[src/rtl/shift_add_mult.sv]
// Sequencer for a serial shift-add multiplier: accepts one operand pair, runs the
// multiplier for N enable cycles, lets it settle, then hands the product downstream.
module shift_add_mult_ctrl #(
    parameter int N      = 4,
    parameter int SETTLE = 1,
    parameter int CNT_W  = 16
) (
    input  logic               clk,
    input  logic               rst_n,
    input  logic               in_valid,
    output logic               in_ready,
    input  logic [N-1:0]       in_a,
    input  logic [N-1:0]       in_b,
    output logic [N-1:0]       mult_parallel,
    output logic [N-1:0]       mult_serial,
    output logic               mult_en,
    input  logic [2*N-1:0]     mult_product,
    output logic               out_valid,
    input  logic               out_ready,
    output logic [2*N-1:0]     out_product,
    output logic               busy,
    output logic [CNT_W-1:0]   op_count,
    output logic [2:0]         dbg_state
);

    // Handshake: a transfer happens on a rising edge where valid and ready are both
    // high; valid never depends on ready, and the payload is held while valid waits.

    localparam int RUN_W = $clog2(N + 1);
    localparam int SET_W = $clog2(SETTLE + 1);

    typedef enum logic [2:0] {
        S_IDLE    = 3'd0,
        S_LOAD    = 3'd1,
        S_RUN     = 3'd2,
        S_SETTLE  = 3'd3,
        S_CAPTURE = 3'd4,
        S_HOLD    = 3'd5
    } state_t;

    state_t             state;
    state_t             next_state;
    logic [RUN_W-1:0]   run_cnt;
    logic [SET_W-1:0]   settle_cnt;
    logic               accept;
    logic               handoff;

    assign accept    = (state == S_IDLE) && in_valid && in_ready;
    assign handoff   = (state == S_HOLD) && out_valid && out_ready;
    assign dbg_state = state;

    always_comb begin
        next_state = state;
        case (state)
            S_IDLE:    if (accept) next_state = S_LOAD;
            S_LOAD:    next_state = S_RUN;
            S_RUN:     if (run_cnt == RUN_W'(N - 1)) next_state = S_SETTLE;
            S_SETTLE:  if (settle_cnt == SET_W'(SETTLE - 1)) next_state = S_CAPTURE;
            S_CAPTURE: next_state = S_HOLD;
            S_HOLD:    if (handoff) next_state = S_IDLE;
            default:   next_state = S_IDLE;
        endcase
    end

    // Every output is a flop loaded from next_state, so the ports never glitch
    // and reset drops mult_en/out_valid asynchronously.
    always_ff @(posedge clk or negedge rst_n) begin
        if (!rst_n) begin
            state         <= S_IDLE;
            run_cnt       <= '0;
            settle_cnt    <= '0;
            in_ready      <= 1'b0;
            mult_en       <= 1'b0;
            out_valid     <= 1'b0;
            busy          <= 1'b0;
            mult_parallel <= '0;
            mult_serial   <= '0;
            out_product   <= '0;
            op_count      <= '0;
        end else begin
            state      <= next_state;
            run_cnt    <= (state == S_RUN && next_state == S_RUN) ? run_cnt + RUN_W'(1) : '0;
            settle_cnt <= (state == S_SETTLE && next_state == S_SETTLE) ?
                          settle_cnt + SET_W'(1) : '0;
            in_ready   <= (next_state == S_IDLE);
            mult_en    <= (next_state == S_RUN);
            out_valid  <= (next_state == S_HOLD);
            busy       <= (next_state != S_IDLE);
            if (accept) begin
                mult_parallel <= in_a;
                mult_serial   <= in_b;
            end
            if (state == S_CAPTURE) begin
                out_product <= mult_product;
            end
            if (handoff) begin
                op_count <= op_count + CNT_W'(1);
            end
        end
    end

endmodule

[config.mk]
export PLATFORM = sky130hd
export DESIGN_NAME = shift_add_mult_ctrl
export DESIGN_NICKNAME = d
export VERILOG_FILES = /design/src/rtl/shift_add_mult.sv
export SDC_FILE = /design/constraint.sdc
export NUM_CORES = 1
export LEC_CHECK = 0
export CAP_MARGIN = 0
export CORE_ASPECT_RATIO = 0.8
export CORE_MARGIN = 2
export CORE_UTILIZATION = 40
export DETAILED_ROUTE_END_ITERATION = 8
export GPL_TIMING_DRIVEN = 0
export PLACE_DENSITY = 0.74
export SLEW_MARGIN = 25
export SYNTH_ARGS = -nofsm -noshare
export SYNTH_HDL_FRONTEND = slang
export SYNTH_SLANG_ARGS = --single-unit
[constraint.sdc]
create_clock -name clk -period 1.5 [get_ports clk]
set_input_delay 0.375 -clock clk [delete_from_list [all_inputs] [get_ports clk]]
set_output_delay 0.375 -clock clk [all_outputs]
set_load 0.05 [all_outputs]
==> results.cfg <==
[outcome]
status = complete, no violations

[final_layout]
syn2layout_area_growth_pct = 53.1
fin_nets = 233
final_cells = 268
mostFrequentLayoutCells = 34 x dfrtp_1, 26 x clkdlybuf4s15_2, 17 x clkdlybuf4s50_1
regArea_mm2 = 0.00109
fillCellCount = 319
num_antenna_cells = 0
drive_gt1_share_pct = 49.3
final_common_cell = dfrtp_1
final_cell_area_mm2 = 0.00272
multiInputGateArea_um2 = 732

[drt]
wire_per_inst_um = 14.1
routed_via_density = 4.72
dr.pass1.iters = 4
drt-total-wl_mm = 3.77
remaining_drc_errors = 0
ant_nets = 0
vias = 1266
drt_iter0_markers = 70

[worst_setup_path]
r2r-end = op_count[15]$_DFFE_PN0P_
worstSetupEndpointType = register
start_kind = register
cp_data_arrival_time_ns = 1.67
rr_worst_depth = 5
crit_type = register to register
rrSetupSlack_ns = 0.01
path_cells = nand2b_4 -> nor4_4 -> buf_4 -> nand4_1 -> xnor2_1
cp_max_fo = 7
slowest_stage = dfrtp_2
worstPathRequired_ns = 1.68
r2r_start = dbg_state[1]$_DFF_PN0_
critPathMaxStageDelay_ns = 0.45

[synthesis]
yosysTopAreaCell = dfrtp_1
ys_top_cells_by_area = dfrtp_1 61%, mux2_2 11%, xnor2_1 5.4%
synth_cell_type_count = 25
ys_ff_latch = 43
ys_seq_area_share_pct = 60.7
synth_top_area_share_pct = 60.7
syn-num-nets = 155
synthCells = 132
syn_avg_cell_area_um2 = 13.4
yosysWarningCount = 0
netlist_area_mm2 = 0.00177

[timing]
tightestPinTransition_ns = 0.522
fin_setup_tns_ns = 0
fin_worst_skew_ns = 0.00539
slew_viol_final = 0
rsz0062_at_grt = yes
min_period_over_period_pct = 99.1
fin_crit_ns = 1.49
layout_setup_ws_ns = 0.0140
holdWs_ns = 0.0527
slew-limit-headroom_pct = 65.2
fmax_mhz = 673
setup_viol = 0
hold_violations = 0

[pwr]
p_leak_nw = 1.28
power.internal_w = 0.00296
switchingPower_w = 0.00208
ir_worst_vdd_mv = 1.66
p_comb_share_pct = 48.3
power_frac_clock_pct = 18.2
pwr-share-seq_pct = 33.4
switching_share_pct = 41.2
p_per_area_mw_per_mm2 = 1850

[floorplan]
fp.dieArea_mm2 = 0.00498
die_x_um = 78.4
std_cell_rows = 21
start_util_pct = 41.9
die_h_um = 63.5
ioPinCount = 59
core_area_mm2 = 0.00423

[global_route]
antenna_found_initial = 0
grt_first_pass_wirelength_mm = 6.39
grt_max_degree = 24
track_usage_pct = 16.5
overflow = 0
grt_pass1_vias = 1360

[clock_tree]
cts_buffers = 5
cts_tree = built
cts.clk_slew.worst_paths_ns = 0.08
insertion_delay_ns = 0.29
h-tree-depth = 2
cts_hold_buf = 0
cts_root_buf = clkbuf_8
clockBufferDepth = 2
cts_sinks = 43

[place]
placed_cell_area_mm2 = 0.00247
dpl.cell_count = 248
dp_hpwl_mm = 2.59
place_congestion = 0.751
dp_slack_ns = -0.453
portBuffers = 58

[worst_hold_path]
hold_path.class = input port to asynchronous set/reset pin

[run]
maxCapViolations = 0
flip-flops by register name (all words and copies together) (netlist names):
name / cells
op_count: 16
settle_cnt: 1
mult_parallel: 4
busy: 1
mult_serial: 4
mult_en: 1
run_cnt: 3
in_ready: 1
out_valid: 1
out_product: 8
dbg_state: 3
per-layer routing:
metal	vias to the layer above	part of all wire, %	global-route usage, %
met3	4	8.3	6.02
met4	0	0.93	5.04
met1	601	45	21.0
met5	-	0	0
met2	51	45	26.4
li1	610	-	-
power groups by stage:
| stage | combinational [W] | sequential (W) | clock [W] |
|---|---|---|---|
| after CTS | 0.00235 | 0.00168 | 0.000944 |
| after global placement | 0.00232 | 0.00168 | 0 |
| final | 0.00243 | 0.00168 | 0.000918 |
| after floorplan | 0.000532 | 0.00272 | 0 |
| after detailed placement | 0.00236 | 0.00170 | 0 |
| after global routing | 0.00257 | 0.00173 | 0.00102 |
synth_stat cells:
master and instances:
and4b_2 1, conb_1 1, a31o_2 1, nand2_1 12
ha_1 3, mux2i_1 1, and3_1 6, and4_1 1
inv_1 2, xnor2_1 11, o21a_1 1, nand2b_1 1
dfrtp_1 43, nor2_1 7, mux2_2 18, o21ai_0 1
buf_2 1, xor2_1 4, nand3_1 4, nor3_1 3
buf_6 2, nor4_4 2, nand4_1 3, nor2_2 1
and2b_2 2
worst max-delay path by stage:
stage / start / to / cells past startpoint
2_1_floorplan: dbg_state[0]$_DFF_PN0_ / op_count[8]$_DFFE_PN0P_ / 5
3_3_place_gp: rst_n / op_count[4]$_DFFE_PN0P_ / 1
3_5_place_dp: out_ready / op_count[7]$_DFFE_PN0P_ / 5
4_1_cts: dbg_state[0]$_DFF_PN0_ / mult_serial[3]$_DFFE_PN0P_ / 5
5_1_grt: dbg_state[1]$_DFF_PN0_ / op_count[15]$_DFFE_PN0P_ / 5
6_report: dbg_state[1]$_DFF_PN0_ / op_count[15]$_DFFE_PN0P_ / 5
critical path: cells and delay by family, from the launching register on:
family                    cells  cell delay (ns)
DFF                           1             0.45
and+or+nand+nor               3             0.62
buffers and inverters         1             0.17
xor gates and xnor gates      1             0.14
cells by family after synthesis:
group	count (synthesis)	share of synthesized area, %
xor+xnor	15	7.41
other cells	1	0.212
mux	19	12.0
buf+inv	5	1.98
simple gates	43	14.4
compound gates	3	1.20
flops	43	60.7
fa+ha+maj	3	2.12
final cells by class:
type / instances / share of cell area, %
Timing Repair Buffer: 72 / 24.8
Inverter: 2 / 0.276
Buffer: 2 / 0.968
Multi-Input combinational cell: 84 / 27.0
Clock inverter: 2 / 1.29
Clock buffer: 6 / 3.04
Tap cell: 57 / 2.63
Sequential cell: 43 / 40.0
repair_timing:
item	CTS	global route
buffers inserted	6	6
pin swaps	5	6
gates cloned	1	0
setup endpoints to repair	65	24
resized for setup	126	33
stage by stage:
stage | total power, W | util (%)
2_1_floorplan | 0.00325 | -
6_report | 0.00503 | 64.2
3_3_place_gp | 0.00400 | 58.0
5_1_grt | 0.00532 | 64.2
3_5_place_dp | 0.00406 | 58.5
4_1_cts | 0.00498 | 63.5
No activity file was read; power rests on OpenSTA's default activity.
